`src/rtl/hsid_min_dist_sel.sv`:
```
// hsid_min_dist_sel
// Tracks the smallest final per-reference distance across one classification
// run and hands the winning reference/distance downstream via valid/ready.
// Partial-sum beats (acc_last=0) are ignored; final beats outside a run only
// raise the sticky overrun flag.

module hsid_min_dist_sel #(
  parameter  int DATA_WIDTH_ACC        = 48,
  parameter  int HSI_LIBRARY_SIZE      = 256,
  localparam int HSI_LIBRARY_SIZE_ADDR = $clog2(HSI_LIBRARY_SIZE)
) (
  input  logic                             clk,
  input  logic                             rst_n,
  input  logic                             start,
  input  logic [HSI_LIBRARY_SIZE_ADDR-1:0] lib_count_m1,
  input  logic                             acc_valid,
  input  logic [DATA_WIDTH_ACC-1:0]        acc_value,
  input  logic                             acc_last,
  input  logic [HSI_LIBRARY_SIZE_ADDR-1:0] acc_ref,
  output logic                             busy,
  output logic                             min_valid,
  input  logic                             min_ready,
  output logic [DATA_WIDTH_ACC-1:0]        min_value,
  output logic [HSI_LIBRARY_SIZE_ADDR-1:0] min_ref,
  output logic                             overrun
);

  localparam int AW = HSI_LIBRARY_SIZE_ADDR;
  localparam int DW = DATA_WIDTH_ACC;

  typedef enum logic [1:0] {
    S_IDLE = 2'd0,
    S_RUN  = 2'd1,
    S_DONE = 2'd2
  } state_t;

  state_t          r_state;
  logic [AW-1:0]   r_cnt_m1;
  logic [AW-1:0]   r_cnt;
  logic            r_first;
  logic [DW-1:0]   r_min_value;
  logic [AW-1:0]   r_min_ref;
  logic            r_overrun;
  logic            r_busy;
  logic            r_min_valid;

  state_t          w_state_nxt;
  logic [AW-1:0]   w_cnt_m1_nxt;
  logic [AW-1:0]   w_cnt_nxt;
  logic            w_first_nxt;
  logic [DW-1:0]   w_min_value_nxt;
  logic [AW-1:0]   w_min_ref_nxt;
  logic            w_overrun_nxt;
  logic            w_final;
  logic            w_take;

  assign w_final = acc_valid && acc_last;
  // First final beat of a run loads unconditionally; later ones only on a strict improvement.
  assign w_take  = r_first || (acc_value < r_min_value);

  // Next-state and datapath update; start takes priority over every other event.
  always_comb begin
    w_state_nxt     = r_state;
    w_cnt_m1_nxt    = r_cnt_m1;
    w_cnt_nxt       = r_cnt;
    w_first_nxt     = r_first;
    w_min_value_nxt = r_min_value;
    w_min_ref_nxt   = r_min_ref;
    w_overrun_nxt   = r_overrun;

    if (start) begin
      w_state_nxt   = S_RUN;
      w_cnt_m1_nxt  = lib_count_m1;
      w_cnt_nxt     = '0;
      w_first_nxt   = 1'b1;
      w_overrun_nxt = 1'b0;
    end else begin
      unique case (r_state)
        S_IDLE: begin
          if (w_final) w_overrun_nxt = 1'b1;
        end
        S_RUN: begin
          if (w_final) begin
            if (w_take) begin
              w_min_value_nxt = acc_value;
              w_min_ref_nxt   = acc_ref;
            end
            w_first_nxt = 1'b0;
            w_cnt_nxt   = r_cnt + AW'(1);
            if (r_cnt == r_cnt_m1) w_state_nxt = S_DONE;
          end
        end
        S_DONE: begin
          if (w_final)   w_overrun_nxt = 1'b1;
          if (min_ready) w_state_nxt   = S_IDLE;
        end
        default: w_state_nxt = S_IDLE;
      endcase
    end
  end

  // State and datapath registers; busy/min_valid are registered decodes of the next state.
  always_ff @(posedge clk or negedge rst_n) begin
    if (!rst_n) begin
      r_state     <= S_IDLE;
      r_cnt_m1    <= '0;
      r_cnt       <= '0;
      r_first     <= 1'b1;
      r_min_value <= '0;
      r_min_ref   <= '0;
      r_overrun   <= 1'b0;
      r_busy      <= 1'b0;
      r_min_valid <= 1'b0;
    end else begin
      r_state     <= w_state_nxt;
      r_cnt_m1    <= w_cnt_m1_nxt;
      r_cnt       <= w_cnt_nxt;
      r_first     <= w_first_nxt;
      r_min_value <= w_min_value_nxt;
      r_min_ref   <= w_min_ref_nxt;
      r_overrun   <= w_overrun_nxt;
      r_busy      <= (w_state_nxt == S_RUN);
      r_min_valid <= (w_state_nxt == S_DONE);
    end
  end

  assign busy      = r_busy;
  assign min_valid = r_min_valid;
  assign min_value = r_min_value;
  assign min_ref   = r_min_ref;
  assign overrun   = r_overrun;

endmodule

```
`config.mk`:
```
export PLATFORM = sky130hd
export DESIGN_NAME = hsid_min_dist_sel
export DESIGN_NICKNAME = d
export VERILOG_FILES = /design/src/rtl/hsid_min_dist_sel.sv
export SDC_FILE = /design/constraint.sdc
export NUM_CORES = 1
export LEC_CHECK = 0
export CORE_MARGIN = 5
export CORE_UTILIZATION = 40
export CTS_BUF_LIST = sky130_fd_sc_hd__clkbuf_16
export DETAILED_ROUTE_END_ITERATION = 7
export PLACE_DENSITY = 0.66
export SLEW_MARGIN = 20
export SYNTH_ARGS = -nofsm -noshare
export SYNTH_HDL_FRONTEND = slang
export SYNTH_SLANG_ARGS = --single-unit
```
`constraint.sdc`:
```
create_clock -name clk -period 4 [get_ports clk]
set_clock_uncertainty 0.05 [all_clocks]
set_input_delay 0.6 -clock clk [delete_from_list [all_inputs] [get_ports clk]]
set_output_delay 0.6 -clock clk [all_outputs]
set_load 0.01 [all_outputs]
```
; ---- Word-level counts from Yosys, hierarchy flattened
; Index checks and enable logic that the tools add are counted.
[word_totals]
regBits = 78
in_bits = 70
word_cells = 41
[op_classes]
add_sub_neg = 1
magnitude_cmp = 1
n_eq_ne = 5
muxes = 14
n_bitwise = 1
n_reduce_logical = 10
[op_table]
columns = op, n
row1 = 48-bit < comparator, 1
row2 = 8-bit two-way mux, 3
row3 = "8-bit by 1-bit adder with 8-bit output, second input constant", 1
row4 = 8-bit == test, 1
row5 = 2-bit two-way mux, 4
row6 = 1-bit two-way mux, 6
row7 = 2-bit one-hot mux with 3 select lines, 1
row8 = 2-bit nonzero test, 3
row9 = "2-bit by 1-bit == test with 1-bit output, second input constant", 2
row10 = "2-bit == test, second input constant", 2
row11 = 2-bit AND reduction, 2
row12 = 4-bit AND reduction, 1
row13 = 2-bit zero test, 1
row14 = 2-bit OR reduction, 1
row15 = 1-bit logical AND, 1
row16 = 1-bit logical OR, 1
row17 = 1-bit inverter, 1

; ---- Depth between registers and ports, before layout
; Gate-level depths: netlist of the first run.
[depth]
depth_word = 6
mapped_depth = 10
ltp_nobuf = 8

; ---- Worst setup path before layout of the first run
; No wires, ideal clock.
[synth_timing]
path_kind = input-to-reg
start = in acc_value[47]
end = reg r_min_value[21], in the netlist min_value[21]
setup_time_ns = 0.126
arrival_time_ns = 2.394
setup_slack_ns = 1.430
path_stages = 9
n_path_buf = 2
path_cell_list = ha_1 -> nand4_2 -> nor4_4 -> nand2_1 -> a2bb2oi_1 -> and2_4 -> buf_6 -> buf_2 -> a311o_1
[synth_via]
elab_chain_cells = 3
[synth_rtl]
columns = element, line_no
row1 = from (decl), 17  ; input logic [DATA_WIDTH_ACC-1:0] acc_value,
row2 = 48-bit < comparator, 59  ; assign w_take = r_first || (acc_value < r_min_value);
row3 = 1-bit logical OR, 59
row4 = 4-bit AND reduction (no line), n/a
row5 = to (signal assigned), 119  ; r_min_value <= w_min_value_nxt;
row6 = to (decl), 41  ; logic [DW-1:0] r_min_value;
; Every way passes these cells.
; A chain may end at the register's enable or synchronous reset.

; ---- Worst setup path in the final report of the first run
[layout_timing]
start = in acc_value[47]
end = reg r_min_value[9], in the netlist min_value[9]
; The elaborated chain is that of the path after synthesis.

==> impl_metrics.env, run 1 <==
export IMPL_outcome="complete, no violations"
export IMPL_nets=864
export IMPL_grt_pass1_vias=5761
export IMPL_cts_path_max_buffers=2
export IMPL_clk_pin_slew_ns=0.07
export IMPL_crit_path_start_kind="input port"
export IMPL_leakagePower_nw=3.032
export IMPL_crit_path_end_kind="register"
export IMPL_synth_top_area_share=0.3348
export IMPL_routabilityCongestion=0.8201
export IMPL_cts_tree="done"
export IMPL_vdd_drop_max_uv=398.1
export IMPL_required_ns=4.18
export IMPL_die_h_um=130.0
export IMPL_ant_nets=0
export IMPL_yosysSeqAreaShare=0.3393
export IMPL_cts_resized=0
export IMPL_fmax_mhz=306.8
export IMPL_synthDistinctLibCells=48
export IMPL_crit_path_max_fanout=56
export IMPL_io_pins=129
export IMPL_synth_area_leaders="dfrtp_1 33%, ha_1 10%, a311o_1 9.7%"
export IMPL_drc=0
export IMPL_synth_avg_cell_area_um2=8.800
export IMPL_num_vias=5769
export IMPL_setup_tns_final_ns=0
export IMPL_maxCapViolCount=0
export IMPL_synth_most_common_cell="a21oi_1"
export IMPL_hold_viol=0
export IMPL_async_flop_share=1.000
export IMPL_grt_first_pass_wirelength_um=28410
export IMPL_critical_path_class="input port to register"
export IMPL_post_synth_top_area_cell="dfrtp_1"
export IMPL_rsz0062_at_grt="false"
export IMPL_cts_root_buffer="clkbuf_16"
export IMPL_cts_buffers=9
export IMPL_min_path_type="input port to async pin"
export IMPL_ctsHoldBuffers=0
export IMPL_max_slew_margin=0.2273
export IMPL_area_growth_pct=28.11
export IMPL_layout_min_cycle_time_ns=3.260
export IMPL_ys_ff_latch=78
export IMPL_utilization=0.5271
export IMPL_postPlaceCellArea_um2=7091
export IMPL_overflow=0
export IMPL_cts_htree_levels=3
export IMPL_fp_dieW_um=130.0
export IMPL_core_area_um2=13990
export IMPL_ys_top_cells_by_count="85 x a21oi_1, 77 x dfrtp_1, 69 x nand2_1"
export IMPL_grtUsageTotal=0.2116
export IMPL_design_area_um2=7373
export IMPL_hpwl_um=11660
export IMPL_syn_area_um2=5756
export IMPL_wl_per_cell_um=19.35
export IMPL_syn_inst=654
export IMPL_drt_total_wl_um=18020
export IMPL_antenna_found_initial=0
export IMPL_p_per_area_nw_per_um2=646.7
export IMPL_io_buffers=128
export IMPL_yosys_warnings=0
export IMPL_first_pass_iters=5
export IMPL_synth_edff_count=0
export IMPL_clock_latency_ns=0.35
export IMPL_n_antenna_cell=0
export IMPL_synthFlopType="dfrtp_1"
export IMPL_layout_drive_gt1_share=0.06125
export IMPL_clock_sinks=78
export IMPL_holdWs_ns=0.2409
export IMPL_synth_nets=772
export IMPL_rows=43
export IMPL_dieArea_um2=16890
export IMPL_fillers=1296
export IMPL_tightestPinTransition_ns=1.157
export IMPL_start_util=0.4114
export IMPL_finalCritPeriodShare=0.8149
export IMPL_finalMaxSlewViolations=0
export IMPL_grt_max_degree=79
export IMPL_setup_viol=0
export IMPL_drt_iter0_markers=419
export IMPL_post_cts_buffers=0
export IMPL_via_per_inst=6.197
export IMPL_crit_arrival_ns=3.44
-- report_power, final --
part	switching, mW	total (mW)	internal, mW
sequential	0.282	1.37	1.09
clock	0.367	0.789	0.422
combinational	1.33	2.61	1.28
-- stage by stage --
step / std cells / power, mW / worst slack [ns]
2_1_floorplan: 654 / 2.918 / 1.430
4_1_cts: 931 / 4.789 / 0.7652
6_report: 931 / 4.768 / 0.7404
3_5_place_dp: 915 / 3.974 / 0.3911
5_1_grt: 931 / 5.110 / 0.5783
3_3_place_gp: 915 / 3.902 / 0.4281
-- worst paths after layout --
path / endpoint / startpoint / slack, ns / depth (start not counted)
worst min-delay path: min_value[18] / rst_n / 0.24 / 1
min in group clk: overrun / overrun / 0.46 / 2
worst min register to register: overrun / overrun / 0.46 / 2
worst max register to register: min_value[9] / min_value[47] / 1.04 / 8
worst max-delay path: min_value[9] / acc_value[47] / 0.74 / 8
max in group asynchronous: min_value[9] / rst_n / 3.12 / 1
-- final cells by class --
type / count / area [um^2] / share of cell area
inverters: 52 / 195.2 / 0.02647
clock inverters: 7 / 53.80 / 0.007297
multi-input cells: 465 / 3348 / 0.4541
well taps: 180 / 225.2 / 0.03054
repair buffers: 140 / 1373 / 0.1862
flip-flops and latches: 78 / 1953 / 0.2649
clock buffers: 9 / 225.2 / 0.03054
-- sequential cells by signal (all words and copies together) (netlist names) --
register,count
busy,1
min_ref,8
min_valid,1
min_value,48
overrun,1
r_cnt,8
r_cnt_m1,8
r_first,1
r_state,2
-- worst max-delay path, cell delays in order --
cell             delay [ns]
clkdlybuf4s50_1        0.48
ha_1                   0.37
nand4_2                0.22
nor4_4                 0.47
nand2_1                0.16
a2bb2oi_4              0.25
and2_4                 0.43
a311o_1                0.45
-- per-layer routing --
metal | track usage | vias to the layer above | part of all wire | routed length (um)
met3 | 0.04093 | 27 | 0.076 | 1376
met4 | 0.09719 | 0 | 0.022 | 396
met5 | 0 | - | 0 | 0
li1 | - | 2683 | - | -
met1 | 0.2779 | 2791 | 0.43 | 7837
met2 | 0.3379 | 268 | 0.47 | 8408
-- logic make-up (layout without fill, tap and decap cells) --
logic type,after synthesis,after routing,share of synthesized area
AOI/OAI and AO/OA,225,225,0.2880
xor gates and xnor gates,13,13,0.01978
adders and majority gates,48,48,0.1043
buffers and inverters,111,208,0.08631
DFF,78,78,0.3393
muxes,9,9,0.01739
and+or+nand+nor,170,170,0.1448
-- cells in the final DEF (no fill, tap or decap), drive strengths merged, types with 2 or more instances in the layout --
cell,netlist,layout
clkdlybuf4s50,0,127
a21oi,85,85
dfrtp,77,77
nand2,69,69
a311o,56,56
inv,52,53
nand3,51,51
o221ai,48,48
ha,48,48
o21ai,17,17
buf,31,13
nor2,12,12
nand4,12,12
and3,10,10
xnor2,9,9
clkbuf,28,9
mux2,8,8
a21o,5,5
xor2,4,4
clkinv,0,4
a211oi,3,3
or2,2,2
and4,2,2
a2bb2oi,2,2
and2,2,2
or3,2,2
clkinvlp,0,2
nor4,2,2
Power figures use the tool's default switching activity.
==> run 2: changes to the inputs <==
--- a/config.mk
+++ b/config.mk
@@ -9,7 +9,7 @@
 export CORE_UTILIZATION = 40
 export CTS_BUF_LIST = sky130_fd_sc_hd__clkbuf_16
 export DETAILED_ROUTE_END_ITERATION = 7
-export PLACE_DENSITY = 0.66
+export PLACE_DENSITY = 0.68
 export SLEW_MARGIN = 20
 export SYNTH_ARGS = -nofsm -noshare
 export SYNTH_HDL_FRONTEND = slang
==> constraint.sdc (replaced) <==
create_clock -name clk -period 2.6 [get_ports clk]
set_clock_uncertainty 0.05 [all_clocks]
set_input_delay 0.39 -clock clk [delete_from_list [all_inputs] [get_ports clk]]
set_output_delay 0.39 -clock clk [all_outputs]
set_load 0.01 [all_outputs]
==> run 2 against run 1 <==
The flow now finishes with violations (setup timing). Via count increased by 14%. Count of clock-buffer cells in the layout unchanged. Register-to-register slack got worse by 1.1 ns. Clock power increased by 62%. Flip-flop and latch count unchanged. Critical path type unchanged.
==> impl_metrics.env, run 2 (synthesis results as in run 1) <==
export IMPL_fin_ws_ns=-0.08467
export IMPL_r2r_slack_ns=-0.03
export IMPL_worstHoldStart="acc_value[32]"
export IMPL_start_util=0.4114
export IMPL_crit_path_max_fanout=8
export IMPL_cts_root_buffer="clkbuf_16"
export IMPL_drt_iter0_markers=581
export IMPL_whs_endpoint="min_value[32]"
export IMPL_overflow=0
export IMPL_rows=43
export IMPL_rr_startpoint="min_value[22]"
export IMPL_tightestPinTransition_ns=1.105
export IMPL_required_ns=2.78
export IMPL_via_per_inst=6.234
export IMPL_io_buffers=128
export IMPL_finalMaxSlewViolations=0
export IMPL_setup_tns_final_ns=-2.154
export IMPL_postPlaceCellArea_um2=7739
export IMPL_vdd_drop_max_uv=527.2
export IMPL_critical_path_class="input port to register"
export IMPL_fmax_mhz=372.5
export IMPL_n_antenna_cell=0
export IMPL_design_area_um2=9080
export IMPL_mostFrequentLayoutCell="buf_4"
export IMPL_die_h_um=130.0
export IMPL_leakagePower_nw=3.833
export IMPL_min_path_type="input port to register"
export IMPL_fp_dieW_um=130.0
export IMPL_grt_pass1_vias=6652
export IMPL_max_slew_margin=0.2631
export IMPL_maxCapViolCount=0
export IMPL_grt_max_degree=58
export IMPL_pre_cts_slack_ns=-0.5517
export IMPL_power_mw=9.553
export IMPL_rsz0062_at_grt="true"
export IMPL_setup_viol=56
export IMPL_hold_viol=0
export IMPL_dieArea_um2=16890
export IMPL_finalCritPeriodShare=1.033
export IMPL_cts_path_max_buffers=2
export IMPL_failed_checks="setup timing"
export IMPL_clock_sinks=78
export IMPL_holdWs_ns=0.3860
export IMPL_crit_path_start_kind="input port"
export IMPL_drt_total_wl_um=22530
export IMPL_hpwl_um=12610
export IMPL_p_per_area_nw_per_um2=1052
export IMPL_dpl_cell_count=983
export IMPL_first_pass_iters=5
export IMPL_cts_buffers=9
export IMPL_nets=985
export IMPL_io_pins=129
export IMPL_fillers=1168
export IMPL_layout_min_cycle_time_ns=2.685
export IMPL_reg2regPathDepth=11
export IMPL_crit_arrival_ns=2.86
export IMPL_min_path_cells=2
export IMPL_cts_tree="done"
export IMPL_final_cells=1052
export IMPL_antenna_found_initial=0
export IMPL_crit_path_end_kind="register"
export IMPL_largest_register_ffs=48
export IMPL_utilization=0.6491
export IMPL_grtUsageTotal=0.2502
export IMPL_clk_pin_slew_ns=0.06
export IMPL_clock_latency_ns=0.35
export IMPL_wl_per_cell_um=21.41
export IMPL_grt_first_pass_wirelength_um=33290
export IMPL_outcome="finished, violations left"
export IMPL_drc=0
export IMPL_timing_rr_end="min_value[3]"
export IMPL_cts_htree_levels=3
export IMPL_num_vias=6558
export IMPL_layout_common_cells="97 x buf_4, 94 x clkdlybuf4s50_1, 77 x dfrtp_1, 71 x a21oi_1, 66 x nand2_1"
export IMPL_ant_nets=0
export IMPL_area_growth_pct=57.76
export IMPL_core_area_um2=13990
export IMPL_routabilityCongestion=0.8333
export IMPL_layout_drive_gt1_share=0.2672
[run 2: cell count changes in the layout (fill, tap and decap cells not counted), sizes merged, moves of 6 or more]
cell,delta
clkdlybuf4s50,-33
dlymetal6s2s,+6
buf,+110
dlygate4sd2,+27
and2,+6
[run 2: power by group]
group	total (mW)	leakage (nW)	internal (mW)	switching (mW)
sequential	2.07	0.919	1.68	0.395
clock	1.28	0.136	0.737	0.539
combinational	6.21	2.78	3.25	2.96
total	9.55	3.83	5.66	3.89
[run 2: final cells by class]
type                    instances  area (um^2)  area share
clock buffers                   9        225.2     0.02480
clock inverters                 7        67.56    0.007441
inverters                      52        195.2     0.02150
multi-input cells             471         3825      0.4212
flip-flops and latches         78         1953      0.2151
well taps                     180        225.2     0.02480
repair buffers                255         2589      0.2851
[run 2: how the worst max path moves through the flow]
stage / from / end / slack (ns) / depth (start not counted)
floorplan: min_value[47] / min_value[21] / 0.17 / 10
global placement: acc_value[47] / min_value[47] / -0.51 / 8
detailed placement: acc_value[45] / min_value[39] / -0.55 / 8
CTS: min_value[4] / min_value[24] / -0.05 / 11
global route: min_value[41] / min_value[43] / -0.13 / 9
finish: acc_value[44] / min_value[20] / -0.08 / 10
[run 2: routing by layer]
| layer | track usage | vias to the layer above | share of wire |
|---|---|---|---|
| li1 | - | 2931 | - |
| met1 | 0.3155 | 3182 | 0.40 |
| met2 | 0.4143 | 359 | 0.47 |
| met3 | 0.04789 | 86 | 0.085 |
| met4 | 0.1180 | 0 | 0.041 |
| met5 | 0 | - | 0 |
[run 2: timing repair]
action | 4_1_cts | 5_1_grt
pin swaps | 26 | 58
cloned | 11 | 4
hold endpoints to repair | 30 | 0
hold buffers | 1 | 0
gates resized for setup | 58 | 67
setup endpoints to repair | 56 | 56
buffers inserted | 25 | 15
[run 2: critical path, cell delays in order]
cell and delay [ns]:
clkdlybuf4s50_1 0.49, ha_1 0.27, a21oi_2 0.18, o21ai_2 0.11, a211o_1 0.27, o32ai_4 0.35
buf_12 0.22, clkbuf_16 0.18, a21oi_1 0.07, a311o_1 0.32
==> patch 1: new RTL, settings of run 2 <==
`HSI_LIBRARY_SIZE`: 256 -> 128.
--- a/src/rtl/hsid_min_dist_sel.sv
+++ b/src/rtl/hsid_min_dist_sel.sv
@@ -6,7 +6,7 @@
 
 module hsid_min_dist_sel #(
   parameter  int DATA_WIDTH_ACC        = 48,
-  parameter  int HSI_LIBRARY_SIZE      = 256,
+  parameter  int HSI_LIBRARY_SIZE      = 128,
   localparam int HSI_LIBRARY_SIZE_ADDR = $clog2(HSI_LIBRARY_SIZE)
 ) (
   input  logic                             clk,
Ports: changed (resized acc_ref, lib_count_m1 and min_ref); port bits go from 129 to 126. No check against the original RTL was run, so the function may have changed too.
==> patch 1 against run 2 <==
The flow still finishes with violations (negative setup slack); first-iteration DRC count is 30% higher; core utilization about the same; worst setup slack gained 0.054 ns; die area is 0.67% lower; total power down 2.8%; design area decreased by 0.34%; via count is 1.7% lower; sequential cell count is 3 lower; area after synthesis shrank 0.72%; routed wire length is 6.2% lower; largest cell class unchanged.
==> patch 1: results (changes against run 2) <==
Final Wtd Congestion: 0.8393 (was 0.8333)
Post-detail-place hpwl: 12660 um (was 12610 um)
Failing checks: negative setup slack (unchanged)
Peak supply drop: 0.0005773 V (was 0.0005272 V)
Clock slew at reported path FFs: 0.06 ns (about the same)
Initial DRC count: 755 (was 581)
Final WS setup: -0.03044 ns (was -0.08467 ns)
Clk_lat worst skew: 0.35 ns (about the same)
Area contributors post-synth: dfrtp_1, ha_1, a311o_1, o221ai_1, a21oi_1 (was dfrtp_1, ha_1, a311o_1, a21oi_1, o221ai_1)
Max reg flops: 48 (unchanged)
Vias per std cell: 6.164 (was 6.234)
Yosys cell types: 42 (was 48)
DR WL/cell: 20.21 um (was 21.41 um)
Final setup viols: 16 (was 56)
Syn_nets: 753 (was 772)
Vias in the first global route: 6371 (was 6652)
Relative slew slack: 49.31% (was 26.31%)
Drt pass-1 iters: 5 (unchanged)
Final #Nets: 977 (was 985)
Max Buffers Root-to-Sink: 2 (unchanged)
Post-synthesis adder-cell area fraction: 10.51% (was 10.43%)
Root Driver: clkbuf_16 (unchanged)
Inserted Clock Buffers: 9 (unchanged)
Worst Hold Class: input pin to asynchronous set/reset pin (was input pin to register)
Status: complete, but fails checks (unchanged)
Mux share of post-synthesis cell area: 1.379% (was 1.739%)
Initial antenna violation count: 1 (was 0)
Layout cell share with drive strength beyond 1: 26.13% (was 26.72%)
Post-synth top cells: a21oi_1, dfrtp_1, a311o_1, nand2b_1, nand3_1 (was a21oi_1, dfrtp_1, nand2_1, a311o_1, inv_1)
Largest stage delay on the critical path: 0.36 ns (was 0.49 ns)
PortBufs: 125 (was 128)
Crit path max fanout: 20 (was 8)
LEAKAGE: 3.921 nW (was 3.833 nW)
CP delay by family, top: simple AND/OR/NAND/NOR gates (was compound AO/OA/AOI/OAI gates)
Ys async rst share: 100.0% (unchanged)
Maximum number of pins on one net before global-route repair: 76 (was 58)
WP data arrival: 2.81 ns (was 2.86 ns)
Compound-Gate Fraction of Synth Area: 28.51% (was 28.80%)
Gr usage total: 23.69% (was 25.02%)
Yosys Warn Count: 0 (unchanged)
Wire length of the first global-routing pass: 31910 um (was 33290 um)
FILL cells: 1085 (was 1168)
CP max-delay cell: nor4_4 (was clkdlybuf4s50_1)
XOR/XNOR Fraction of Synth Area: 1.686% (was 1.978%)
Post-synthesis sequential area ratio: 32.87% (was 33.93%)
## patch 1: routing by layer
layer / GRT usage, % / up-vias / wire length [um]
met2: 41.10 / 351 / 10380
li1: - / 2879 / -
met5: 0 / - / 0
met4: 8.802 / 0 / 726
met1: 29.20 / 3133 / 8261
met3: 4.658 / 85 / 1766
## patch 1: cell type report
type,count,area share (%)
inverters,51,2.116
flip-flops and latches,75,20.77
multi-input cells,455,40.74
repair buffers,269,30.64
well taps,180,2.489
clock buffers,9,2.489
clock inverters,6,0.7329
diodes,1,0.02765
## patch 1: cells by family (layout without fill, tap and decap cells)
kind of cell | after synthesis | in the layout
buffers and inverters | 107 | 335
AND/OR/NAND/NOR | 168 | 168
AO/OA/AOI/OAI | 221 | 221
flip-flops | 75 | 75
multiplexers | 7 | 7
adder cells (fa/ha/maj) | 48 | 48
XOR/XNOR | 11 | 11
other | 0 | 1
## patch 1: worst paths after layout
kind / from / endpoint / slack, ns / cells past startpoint
setup / recovery: min_value[40]$_DFFE_PN0P_ / min_value[24]$_DFFE_PN0P_ / -0.03 / 10
hold / removal: rst_n / min_value[17]$_DFFE_PN0P_ / 0.02 / 1
setup reg to reg: min_value[40]$_DFFE_PN0P_ / min_value[24]$_DFFE_PN0P_ / -0.03 / 10
hold reg to reg: r_cnt_m1[2]$_DFFE_PN0P_ / r_cnt_m1[2]$_DFFE_PN0P_ / 0.48 / 1
max in group asynchronous: rst_n / min_value[21]$_DFFE_PN0P_ / 1.90 / 1
min in group clk: acc_value[20] / min_value[20]$_DFFE_PN0P_ / 0.38 / 2
## patch 1: timing repair
item | in CTS | in global routing
resized for setup | 80 | 40
pin swaps | 51 | 46
gates cloned | 8 | 4
setup buffers | 29 | 9
endpoints found under the hold margin | 0 | 0
endpoints found under the setup margin | 55 | 55
## patch 1: per-stage QoR
| step | setup TNS [ns] | hold slack (ns) | instances | cell area (um^2) | setup slack, ns |
|---|---|---|---|---|---|
| 2_1_floorplan | 0 | 0.04441 | 637 | 5714 | 0.1976 |
| 3_3_place_gp | -22.81 | 0.4538 | 982 | 7771 | -0.4242 |
| 3_5_place_dp | -24.13 | 0.4717 | 982 | 7771 | -0.4694 |
| 4_1_cts | -0.04413 | 0.2160 | 1033 | 8727 | -0.006708 |
| 5_1_grt | -4.001 | 0.09101 | 1046 | 9049 | -0.1171 |
| 6_report | -0.1973 | 0.02322 | 1046 | 9049 | -0.03044 |
## patch 1: where the power goes
group / switching, mW / internal, mW
registers: 0.375 / 1.62
clock network: 0.529 / 0.740
logic: 2.72 / 3.29
total: 3.63 / 5.66
==> patch 2: new RTL, flow settings as in run 2 <==
Made on the original files. The 3 states of `state_t` get a one-hot encoding in 3 bits.
--- a/src/rtl/hsid_min_dist_sel.sv
+++ b/src/rtl/hsid_min_dist_sel.sv
@@ -28,10 +28,10 @@
   localparam int AW = HSI_LIBRARY_SIZE_ADDR;
   localparam int DW = DATA_WIDTH_ACC;
 
-  typedef enum logic [1:0] {
-    S_IDLE = 2'd0,
-    S_RUN  = 2'd1,
-    S_DONE = 2'd2
+  typedef enum logic [2:0] {
+    S_IDLE = 3'b001,
+    S_RUN  = 3'b010,
+    S_DONE = 3'b100
   } state_t;
 
   state_t          r_state;
Function: no difference found for any inputs over 4 cycles, from zero or initial values and one cycle with rst_n low; so few cycles prove little.
==> patch 2 against run 2 <==
The flow still finishes with violations (negative setup slack); synthesized cell count shrank 43%; non-clock buffer count shrank 74; worst setup slack lost 0.046 ns; sequential cell count grew 1; design area shrank 24%; routed wire length shrank 49%; area after synthesis shrank 25%; first-iteration DRC count shrank 86%; largest cell class unchanged.
Power is not compared: it rests on default switching activity, and its combinational part moved more than twofold at a synthesized area within 25%.
==> patch 2: results (changes against run 2) <==
Status: complete, but fails checks (unchanged)
Failing checks: negative setup slack (unchanged)
Routing usage on met2: 29.82% (was 41.43%)
Routed met2 length: 5622 um (was 10640 um)
Met1 wire length: 5019 um (was 9051 um)
Syn_nets: 492 (was 772)
Final setup viols: 56 (unchanged)
Worst Hold Class: input pin to asynchronous set/reset pin (was input pin to register)
Clock-cell share of area: 4.173% (was 3.224%)
Met3 WL: 599 um (was 1915 um)
Mux share of post-synthesis cell area: 16.64% (was 1.739%)
Repair and plain buffers: 181 (was 255)
Post-synth top cells: dfrtp_1, inv_1, ha_1, mux2_1, mux2_2 (was a21oi_1, dfrtp_1, nand2_1, a311o_1, inv_1)
Fraction of area in multi-input gates: 36.37% (was 42.12%)
Invs w/o clock: 49 (was 52)
Seq cells post-synth: 79 (was 78)
Final Wtd Congestion: 0.8139 (was 0.8333)
Sequential Area: 0.001979 mm^2 (was 0.001953 mm^2)
Setup TNS Final: -3.721 ns (was -2.154 ns)
Post-CTS Resized: 86 (was 58)
Post-synthesis adder-cell area fraction: 13.86% (was 10.43%)
Signal buf overhead: 25.69% (was 28.51%)
WP data arrival: 2.90 ns (was 2.86 ns)
Post-synthesis cell count: 374 (was 654)
Wire length of the first global-routing pass: 17710 um (was 33290 um)
Setup WS pre-CTS: -0.6327 ns (was -0.5517 ns)
Met1 Track Usage GR: 20.97% (was 31.55%)
Post-synthesis sequential area ratio: 45.70% (was 33.93%)
Post-detail-place hpwl: 8077 um (was 12610 um)
Vias per std cell: 4.933 (was 6.234)
Area contributors post-synth: dfrtp_1, ha_1, mux2_1, mux2_2, inv_1 (was dfrtp_1, ha_1, a311o_1, a21oi_1, o221ai_1)
Cell Area, Placed: 0.006103 mm^2 (was 0.007739 mm^2)
Final WS setup: -0.1303 ns (was -0.08467 ns)
Largest stage delay on the critical path: 0.44 ns (was 0.49 ns)
Drt pass-1 iters: 4 (was 5)
patch 2: power by group through the flow:
| stage | sequential, mW | clock (mW) | combinational [mW] |
|---|---|---|---|
| 6_report | 1.75 | 1.24 | 2.59 |
| 2_1_floorplan | 1.89 | 0 | 0.794 |
| 3_3_place_gp | 1.75 | 0 | 2.09 |
| 4_1_cts | 1.75 | 1.26 | 2.45 |
| 3_5_place_dp | 1.76 | 0 | 2.15 |
| 5_1_grt | 1.80 | 1.33 | 2.82 |
patch 2: final timing paths:
kind,start,slack [ns],to
max in group asynchronous,rst_n,1.92,min_value[18]$_DFFE_PN0P_
max,acc_value[35],-0.13,min_value[7]$_DFFE_PN0P_
min in group clk,acc_value[11],0.40,min_value[11]$_DFFE_PN0P_
max reg2reg,min_value[3]$_DFFE_PN0P_,-0.09,min_value[7]$_DFFE_PN0P_
min,rst_n,0.02,min_value[8]$_DFFE_PN0P_
min reg2reg,min_ref[3]$_DFFE_PN0P_,0.46,min_ref[3]$_DFFE_PN0P_
